--- src/rtl/glue_clk_seq.sv ---
// Board-glue clock-enable generator and reset-release sequencer.
// Produces NUM_CH programmable-rate strobes (main and mid-period) and the TRST/system-reset/CPU-start sequence.

module glue_clk_seq_ch #(
  parameter int DIV_W       = 8,
  parameter int DEFAULT_DIV = 1
) (
  input  logic             xck_x1,
  input  logic             xxclr,
  input  logic             load,
  input  logic             run,
  input  logic             en,
  input  logic [DIV_W-1:0] div,
  input  logic [DIV_W-1:0] phase,
  output logic             ce_out,
  output logic             ce_phi2
);

  logic [DIV_W-1:0] div_sh;
  logic [DIV_W-1:0] cnt;
  logic [DIV_W-1:0] phase_clamped;
  logic             at_tc;

  // A start phase beyond the period is clamped so cnt never exceeds div_sh.
  assign phase_clamped = (phase > div) ? div : phase;
  assign at_tc         = (cnt == div_sh);

  always_ff @(posedge xck_x1 or negedge xxclr) begin
    if (!xxclr) begin
      div_sh  <= DIV_W'(DEFAULT_DIV);
      cnt     <= '0;
      ce_out  <= 1'b0;
      ce_phi2 <= 1'b0;
    end else if (load) begin
      div_sh  <= div;
      cnt     <= phase_clamped;
      ce_out  <= 1'b0;
      ce_phi2 <= 1'b0;
    end else if (!run || !en) begin
      ce_out  <= 1'b0;
      ce_phi2 <= 1'b0;
    end else begin
      ce_out  <= at_tc;
      ce_phi2 <= (cnt == (div_sh >> 1));
      cnt     <= at_tc ? '0 : cnt + DIV_W'(1);
    end
  end

endmodule

// state  | meaning
// RST    | waiting for synchronised TRST release; everything held off
// DELAY  | system reset released; counting START_DELAY cycles
// START  | single cycle with the CPU start pulse high
// RUN    | sequencing done; ready high, dividers counting
module glue_clk_seq #(
  parameter int NUM_CH      = 4,
  parameter int DIV_W       = 8,
  parameter int RST_SYNC    = 2,
  parameter int START_DELAY = 16,
  parameter int DEFAULT_DIV = 1
) (
  input  logic                    xck_x1,
  input  logic                    xxclr,
  input  logic [NUM_CH*DIV_W-1:0] cfg_div,
  input  logic [NUM_CH*DIV_W-1:0] cfg_phase,
  input  logic                    cfg_load,
  input  logic [NUM_CH-1:0]       cfg_ch_en,
  output logic [NUM_CH-1:0]       ce_out,
  output logic [NUM_CH-1:0]       ce_phi2,
  output logic                    ejtag_trst_n,
  output logic                    sys_rst_n,
  output logic                    xctrl_cpu_start,
  output logic                    ready
);

  localparam int DCNT_W = (START_DELAY > 1) ? $clog2(START_DELAY) : 1;
  localparam logic [DCNT_W-1:0] DCNT_LAST = DCNT_W'(START_DELAY - 1);

  typedef enum logic [1:0] {
    ST_RST,
    ST_DELAY,
    ST_START,
    ST_RUN
  } state_t;

  state_t              state;
  logic [DCNT_W-1:0]   dcnt;
  logic [RST_SYNC-1:0] rst_sync;
  logic                run;

  // Assertion is immediate; release ripples through the chain.
  always_ff @(posedge xck_x1 or negedge xxclr) begin
    if (!xxclr) begin
      rst_sync <= '0;
    end else begin
      rst_sync <= {rst_sync[RST_SYNC-2:0], 1'b1};
    end
  end

  assign ejtag_trst_n = rst_sync[RST_SYNC-1];

  always_ff @(posedge xck_x1 or negedge xxclr) begin
    if (!xxclr) begin
      state           <= ST_RST;
      dcnt            <= '0;
      sys_rst_n       <= 1'b0;
      xctrl_cpu_start <= 1'b0;
      ready           <= 1'b0;
    end else begin
      case (state)
        ST_RST: begin
          if (ejtag_trst_n) begin
            state     <= ST_DELAY;
            sys_rst_n <= 1'b1;
            dcnt      <= '0;
          end
        end
        ST_DELAY: begin
          if (dcnt == DCNT_LAST) begin
            state           <= ST_START;
            xctrl_cpu_start <= 1'b1;
          end else begin
            dcnt <= dcnt + DCNT_W'(1);
          end
        end
        ST_START: begin
          state           <= ST_RUN;
          xctrl_cpu_start <= 1'b0;
          ready           <= 1'b1;
        end
        ST_RUN: begin
          state <= ST_RUN;
        end
        default: begin
          state <= ST_RST;
        end
      endcase
    end
  end

  assign run = (state == ST_RUN);

  for (genvar i = 0; i < NUM_CH; i++) begin : g_ch
    glue_clk_seq_ch #(
      .DIV_W       (DIV_W),
      .DEFAULT_DIV (DEFAULT_DIV)
    ) u_ch (
      .xck_x1  (xck_x1),
      .xxclr   (xxclr),
      .load    (cfg_load),
      .run     (run),
      .en      (cfg_ch_en[i]),
      .div     (cfg_div[i*DIV_W +: DIV_W]),
      .phase   (cfg_phase[i*DIV_W +: DIV_W]),
      .ce_out  (ce_out[i]),
      .ce_phi2 (ce_phi2[i])
    );
  end

endmodule

--- config.mk ---
export PLATFORM = sky130hd
export DESIGN_NAME = glue_clk_seq
export DESIGN_NICKNAME = d
export VERILOG_FILES = /design/src/rtl/glue_clk_seq.sv
export SDC_FILE = /design/constraint.sdc
export NUM_CORES = 1
export LEC_CHECK = 0
export CORE_ASPECT_RATIO = 1.4
export CORE_MARGIN = 8
export CORE_UTILIZATION = 30
export DETAILED_ROUTE_END_ITERATION = 8
export PLACE_DENSITY = 0.48
export SYNTH_ARGS = -nofsm -noshare
export SYNTH_HDL_FRONTEND = slang
export SYNTH_SLANG_ARGS = --single-unit
--- constraint.sdc ---
create_clock -name xck_x1 -period 2.4 [get_ports xck_x1]
set_input_delay 0.48 -clock xck_x1 [delete_from_list [all_inputs] [get_ports xck_x1]]
set_output_delay 0.48 -clock xck_x1 [all_outputs]
set_load 0.01 [all_outputs]
# After elaboration in Yosys (flattened, before gate mapping)
# Cells that the tools add are included.
[totals] regBits=83 inputBits=71 out_inout_bits=12 wordCells=107
[classes] n_reduce_logical=17 n_addsub=5 order_cmp=4 mux=40 n_eq_ne=19
[op_table] cell="two-way mux 8 bit" n=16
[op_table] cell="adder 8 x 1 -> 8 bit (second input constant)" n=4
[op_table] cell="equality test 8 x 7 -> 1 bit" n=4
[op_table] cell="equality test 8 bit" n=4
[op_table] cell="> comparator 8 bit" n=4
[op_table] cell="two-way mux 1 bit" n=17
[op_table] cell="inequality test 2 bit (second input constant)" n=7
[op_table] cell="two-way mux 4 bit" n=2
[op_table] cell="one-hot mux 4 bit (2 select lines)" n=1
[op_table] cell="one-hot mux 2 bit (3 select lines)" n=1
[op_table] cell="AND reduction 2 bit" n=3
[op_table] cell="logical NOT 1 bit" n=5
[op_table] cell="adder 4 x 1 -> 4 bit (second input constant)" n=1
[op_table] cell="equality test 2 bit (second input constant)" n=2
[op_table] cell="equality test 4 bit (second input constant)" n=1
[op_table] cell="logical OR 1 bit" n=4
[op_table] cell="two-way mux 2 bit" n=2
[op_table] cell="nonzero test 2 bit" n=2
[op_table] cell="AND reduction 3 bit" n=1
[op_table] cell="equality test 2 x 1 -> 1 bit (second input constant)" n=1
[op_table] cell="logical NOT 2 bit" n=1
[op_table] cell="one-hot mux 1 bit (2 select lines)" n=1
[op_table] cell="OR reduction 2 bit" n=1

# Logic depth before layout (Yosys ltp)
# Gate-level depths: netlist of run 1.
[logic_depth] ltp_word=5 mapped_depth=9 mapped_depth_nobuf=8

# By module
# From an unflattened synthesis of run 1, not the netlist that was laid out.
[unflattened] cells_unflattened=587 hier_area_um2=5632.9
[modules_own_cells] mod="glue_clk_seq_ch" instances=4 seq_area_each_um2=451.7 area_per_inst_um2=1283.7 cells_each=135
[modules_own_cells] mod="glue_clk_seq" instances=1 seq_area_each_um2=275.3 area_per_inst_um2=498.0 cells_each=47

# Worst setup path before layout of run 1
# OpenSTA, ideal clock, no wires.
[synth_timing] path_kind="input to register" start="input port cfg_div[21]" end="register g_ch[2].u_ch.cnt[2]" t_required_ps=2269 cell_stages=8 slack_ps=281 arrival_ps=1988 cell_sequence="inv_1 > ha_1 > a211o_1 > a21oi_1 > nor2_1 > a22oi_1 > nor2_1 > or3_1"
[synth_between] elab_chain_cells=3
[synth_lines] element="start, declared" line="65" text="input logic [NUM_CH*DIV_W-1:0] cfg_div,"
[synth_lines] element="> comparator 8 bit" line="25" text="assign phase_clamped = (phase > div) ? div : phase;"
[synth_lines] element="two-way mux 8 bit" line="25"
[synth_lines] element="two-way mux 8 bit" line="34" text="end else if (load) begin"
[synth_lines] element="end signal, assigned" line="36" text="cnt <= phase_clamped;"
[synth_lines] element="end signal, assigned" line="45" text="cnt <= at_tc ? '0 : cnt + DIV_W'(1);"
[synth_lines] element="end, declared" line="20" text="logic [DIV_W-1:0] cnt;"
# Every way passes these cells.
# A chain may end at the register's enable or synchronous reset.

# Final worst setup path of run 1
[layout_timing] start="input port cfg_div[1]" end="register g_ch[0].u_ch.cnt[7]"
[layout_between] elab_chain_cells=3
[layout_lines] element="> comparator 8 bit" line="25"
[layout_lines] element="two-way mux 8 bit" line="25"
[layout_lines] element="two-way mux 8 bit" line="34"
[layout_lines] element="end signal, assigned" line="36"
[layout_lines] element="end signal, assigned" line="45"
[layout_lines] element="end, declared" line="20"
# Every way passes these cells.

==> flow_summary.yaml, run 1 <==
global_route:
  grt_pass1_vias: 6009
  use_met2_pct: 26.4
  antenna_found_initial: 0
  grt_busiest_layer: "met2"
  globalRouteMet3Util_pct: 2.46
  use_met1_pct: 16.7
  grt_pass1_wl_mm: 29.7
  grt_max_degree: 42
  overflow: 0
  track_usage_pct: 14.7
detailed_routing:
  routed_wl_mm: 18.0
  drc: 0
  first_pass_iters: 5
  ant_nets: 0
  vias: 5687
  drt_iter0_drc: 296
  viasPerCell: 5.10
  wl_per_cell_um: 16.1
clocking:
  cts_buffers: 9
  path_clk_slew_ns: 0.06
  cts_root_buf: "clkbuf_16"
  clock_path_buffers: 2
  post-cts-setup-buffer-count: 0
  cts.htree.levels: 3
  insertion_delay_ns: 0.34
  cts_tree: "yes"
  clock_sinks: 83
die:
  die_x_um: 135
  fp.dieH_um: 183
  start_util_pct: 30.3
  coreArea_um2: 19700
  rows: 61
  dieArea_um2: 24700
  ios: 83
synthesis:
  syn_area_um2: 5970
  synthArstFlopShare_pct: 100
  synth-seq-cells: 83
  yosysMostFrequentCell: "dfrtp_1"
  yosys-top-cells-area: "dfrtp_1 33%, ha_1 7.8%, xnor2_1 6.0%"
  yosysSeqAreaShare_pct: 34.9
  synth_warnings: 0
  synth-edff-count: 0
  syn_avg_cell_area_um2: 8.97
  yosysTopAreaCell: "dfrtp_1"
  synth.top_cell.area_share_pct: 33.1
  synthFlopType: "dfrtp_1"
  syn_nets: 773
  syn_inst: 665
  synthTopCellsByCount: "79 x dfrtp_1, 59 x nand2_1, 42 x inv_1"
  ys_types: 69
sta:
  setup_slack_ns: 0.114
  min_period_ns: 2.29
  slew_violations: 0
  worst_slew_pin_slew_ns: 0.914
  fin_worst_skew_ns: 0.00721
  fmax_mhz: 438
  setup_viol: 0
  rsz0062_at_grt: "no"
  max_slew_margin_pct: 38.6
  hold_viol: 0
  fin_crit_sh_pct: 95.2
  worst_hold_slack_ns: 0.0319
layout:
  fillers: 1964
  drive_above_1_share_pct: 23.0
  finish.utilization_pct: 42.0
  postLayoutCellArea_um2: 8260
  final_nets: 967
  diodes: 0
  area_growth_pct: 38.5
placement:
  gp_congestion: 0.883
  dp.final_hpwl_mm: 14.6
  dpl-instance-area_um2: 7950
  post-place-ws_ns: -0.281
  port_buffers: 82
power:
  leakage_nw: 3.66
  p_per_area_nw_per_um2: 662
  peakVddDrop_mv: 0.371
worst_setup_path:
  critPathLaunch: "cfg_div[1]"
  crit_slowest_cell: "clkdlybuf4s50_1"
  endpoint_kind: "flip-flop"
  slowest_delay_ns: 0.50
  critPathArrivalTime_ns: 2.51
  critPathRequiredTime_ns: 2.62
  crit_chain: "clkdlybuf4s50_1 > inv_1 > ha_1 > buf_4 > nand2_1 > nor2_1 > a211oi_1 > a31o_2 > a221o_1"
  crit_path_start_kind: "primary input"
  reg2reg_from: "g_ch[2].u_ch.cnt[4]$_DFFE_PN0P_"
  path_class: "in -> reg"
  path_delay_family: "compound AO/OA/AOI/OAI gates"
  worstPathMaxFanout: 5
  path_buf_inv: 3
run:
  max_cap_violations: 0
worst_hold_path:
  min_path_type: "in -> async"
status:
  status: "complete, no violations"
-- cell type report --
cell class / count / area, um^2 / share of cell area (%)
Clock inverter: 7 / 77.6 / 0.939
Clock buffer: 9 / 225 / 2.73
Timing Repair Buffer: 217 / 1840 / 22.3
Multi-Input combinational cell: 505 / 3560 / 43.1
Inverter: 43 / 161 / 1.95
Tap cell: 252 / 315 / 3.82
Sequential cell: 83 / 2080 / 25.2
-- cell usage in the layout, fill, tap and decap left out, drive strengths merged, types with 4 or more instances in the layout --
| cell | n |
|---|---|
| nand4 | 23 |
| nand2 | 59 |
| xnor2 | 41 |
| or3 | 4 |
| dfstp | 4 |
| o221ai | 5 |
| nor2b | 7 |
| o21a | 5 |
| nor2 | 35 |
| a21oi | 29 |
| clkdlybuf4s50 | 80 |
| a211o | 6 |
| o21ai | 33 |
| clkinvlp | 4 |
| nor4 | 9 |
| buf | 137 |
| inv | 43 |
| nand2b | 6 |
| and3 | 19 |
| a22oi | 20 |
| o211ai | 10 |
| nand3 | 29 |
| xor2 | 21 |
| nor3 | 8 |
| a22o | 4 |
| dfrtp | 79 |
| mux2 | 27 |
| a21o | 5 |
| ha | 37 |
| o31ai | 8 |
| a31oi | 4 |
| clkbuf | 9 |
-- cell families (layout without fill, tap and decap cells) --
kind of cell | count (synthesis) | count (layout) | synth area share [%]
AOI/OAI and AO/OA | 161 | 161 | 18.5
xor gates and xnor gates | 62 | 62 | 9.10
muxes | 29 | 29 | 5.43
DFF | 83 | 83 | 34.9
and+or+nand+nor | 215 | 215 | 18.6
other | 1 | 1 | 0.0628
adders and majority gates | 37 | 37 | 7.76
buffers and inverters | 77 | 276 | 5.62
-- registers in the layout, summed over array words and instances, names as in the netlist --
name	flops
dcnt	4
state	2
rst_sync	2
g_ch.u_ch.ce_phi2	4
g_ch.u_ch.ce_out	4
g_ch.u_ch.div_sh	32
ready	1
g_ch.u_ch.cnt	32
xctrl_cpu_start	1
sys_rst_n	1
-- power by group --
part           total (W)  switching (W)  internal [W]
Clock            0.00140       0.000588      0.000811
Combinational    0.00192       0.000873       0.00104
Sequential       0.00216       0.000464       0.00169
Total            0.00547        0.00192       0.00354
-- timing repair --
action,CTS,global route
endpoints found under the hold margin,0,0
endpoints found under the setup margin,0,7
gates resized for setup,0,4
hold buffers,0,0
-- worst paths after layout --
kind                                                      end  slack [ns]  cells past startpoint
max in group asynchronous  g_ch[1].u_ch.div_sh[0]$_DFFE_PN1P_        1.71                      2
setup reg to reg              g_ch[2].u_ch.cnt[2]$_DFFE_PN0P_        0.24                      6
hold / removal                g_ch[3].u_ch.cnt[3]$_DFFE_PN0P_        0.03                      1
setup / recovery              g_ch[0].u_ch.cnt[7]$_DFFE_PN0P_        0.11                      9
min in group xck_x1                     rst_sync[1]$_DFF_PN0_        0.35                      0
hold reg to reg                         rst_sync[1]$_DFF_PN0_        0.35                      0
-- routing by layer --
layer	up-vias	share of wire, %	routed length (um)
li1	2797	-	-
met1	2747	41	7450
met2	113	52	9420
met3	30	3.4	616
met4	0	2.6	463
met5	-	0	0
-- through the flow --
step                TNS (ns)  total power [W]  instances
floorplan                  0          0.00331        665
global placement       -4.25          0.00405       1100
detailed placement     -5.28          0.00409       1100
CTS                        0          0.00553       1116
global route               0          0.00585       1116
finish                     0          0.00547       1116
(Power assumes the default switching activity.)
==> run 2, diff against run 1 <==
- CELL_PAD_IN_SITES_DETAIL_PLACEMENT: unset -> 0
- CELL_PAD_IN_SITES_GLOBAL_PLACEMENT: unset -> 1
- GPL_TIMING_DRIVEN: unset -> 0
- PLACE_DENSITY: 0.48 -> 0.6
==> flow_summary.yaml, run 2 (same netlist as run 1, synthesis figures left out) <==
die:
  coreArea_um2: 19700
  fp.dieH_um: 183
  dieArea_um2: 24700
  ios: 83
  die_x_um: 135
  start_util_pct: 30.3
  rows: 61
sta:
  max_slew_margin_pct: 49.8
  fin_worst_skew_ns: 0.00692
  setup_slack_ns: 0.0620
  min_period_ns: 2.34
  hold_viol: 0
  worst_slew_pin_slew_ns: 0.749
  fin_crit_sh_pct: 97.4
  slew_violations: 0
  fmax_mhz: 428
  setup_viol: 0
  tns_ns: 0
  rsz0062_at_grt: "yes"
worst_setup_path:
  crit_chain: "clkdlybuf4s50_1 > inv_1 > ha_1 > nor2b_1 > o21bai_1 > nand2_1 > a31o_2 > a221o_1"
  path_delay_family: "compound AO/OA/AOI/OAI gates"
  path_class: "in -> reg"
  critPathArrivalTime_ns: 2.57
  path_buf_inv: 2
  crit_slowest_cell: "clkdlybuf4s50_1"
  worstPathMaxFanout: 5
  slowest_delay_ns: 0.52
  crit_path_start_kind: "primary input"
  endpoint_kind: "flip-flop"
  critPathRequiredTime_ns: 2.63
layout:
  largest_registers: "g_ch.u_ch.cnt: 32 flops, g_ch.u_ch.div_sh: 32 flops"
  drive_above_1_share_pct: 14.6
  area_growth_pct: 28.2
  finish.utilization_pct: 38.9
  fillers: 1989
  diodes: 0
  final_cell_mix: "81 x clkdlybuf4s50_1, 79 x dfrtp_1, 59 x nand2_1"
  final_nets: 869
  multi_input_area_um2: 3690
  postLayoutCellArea_um2: 7650
  seqCellArea_um2: 2080
  final_common_cell: "clkdlybuf4s50_1"
global_route:
  overflow: 0
  grt_pass1_vias: 5753
  grt_max_degree: 67
  grt_pass1_wl_mm: 29.9
  track_usage_pct: 15.3
  antenna_found_initial: 0
placement:
  port_buffers: 82
  dpl-instance-area_um2: 7130
  gp_congestion: 0.854
  dp.final_hpwl_mm: 14.5
  post-place-ws_ns: -1.01
power:
  peakVddDrop_mv: 0.335
  p_seq_share_pct: 36.8
  p_sw_w: 0.00193
  p_total_w: 0.00560
  pwr-share-clk_pct: 29.0
  internal_power_w: 0.00367
  leakage_nw: 3.21
  p_comb_share_pct: 34.2
  p_per_area_nw_per_um2: 732
  switching_share_pct: 34.4
detailed_routing:
  route.met3.wl_um: 727
  wl_per_cell_um: 18.2
  drc: 0
  routed_wl_mm: 18.5
  wl_met2_mm: 9.38
  viasPerCell: 5.32
  wl_met1_mm: 7.75
  vias: 5413
  first_pass_iters: 5
  drt_iter0_drc: 291
  topRoutingLayerUsed: "met4"
  ant_nets: 0
clocking:
  clock_sinks: 83
  cts_buffers: 9
  postCtsHoldBufs: 0
  cts_tree: "yes"
  cts_root_buf: "clkbuf_16"
  insertion_delay_ns: 0.35
  cts.htree.levels: 3
  path_clk_slew_ns: 0.06
  clock_path_buffers: 2
status:
  status: "complete, no violations"
worst_hold_path:
  min_path_type: "in -> async"
run:
  max_cap_violations: 0
-- run 2: worst paths after layout --
| check | slack [ns] | start | to | cells past startpoint |
|---|---|---|---|---|
| worst max-delay path | 0.06 | cfg_div[1] | g_ch[0].u_ch.cnt[5]$_DFFE_PN0P_ | 8 |
| worst min-delay path | 0.008 | xxclr | g_ch[3].u_ch.div_sh[6]$_DFFE_PN0P_ | 1 |
| worst max register to register | 0.27 | g_ch[2].u_ch.cnt[5]$_DFFE_PN0P_ | g_ch[2].u_ch.cnt[2]$_DFFE_PN0P_ | 7 |
| worst min register to register | 0.35 | rst_sync[0]$_DFF_PN0_ | rst_sync[1]$_DFF_PN0_ | 0 |
| max in group asynchronous | 1.71 | xxclr | g_ch[1].u_ch.div_sh[0]$_DFFE_PN1P_ | 2 |
| min in group xck_x1 | 0.35 | rst_sync[0]$_DFF_PN0_ | rst_sync[1]$_DFF_PN0_ | 0 |
-- run 2: what timing repair did --
item / 4_1_cts / 5_1_grt
resized for setup: 20 / 28
setup endpoints to repair: 63 / 31
buffers inserted: 0 / 2
endpoints found under the hold margin: 0 / 0
pin swaps: 1 / 2
-- run 2: stage by stage --
stage	std cells	hold WS, ns
after floorplan	665	0.184
after global placement	999	0.334
after detailed placement	1000	0.336
after CTS	1016	0.0109
after global routing	1018	0.0259
final	1018	0.00788
-- run 2: area by class of cell --
cell class	count	share of cell area [%]
inverters	43	2.16
clock buffers	11	3.17
plain buffers	34	2.50
clock inverters	5	1.31
flip-flops and latches	83	27.2
multi-input cells	505	48.3
repair buffers	85	11.3
well taps	252	4.12
-- run 2: power groups by stage --
| stage | combinational [W] | clock (W) | sequential (W) |
|---|---|---|---|
| after CTS | 0.00190 | 0.00166 | 0.00206 |
| after global routing | 0.00216 | 0.00172 | 0.00211 |
| after global placement | 0.00185 | 0 | 0.00207 |
| after floorplan | 0.00132 | 0 | 0.00199 |
| final | 0.00192 | 0.00162 | 0.00206 |
| after detailed placement | 0.00187 | 0 | 0.00208 |
-- run 2: routing by layer --
layer	vias up	GRT usage, %
met5	-	0
met4	0	7.71
met3	38	2.98
met2	116	26.6
met1	2648	17.3
li1	2611	-
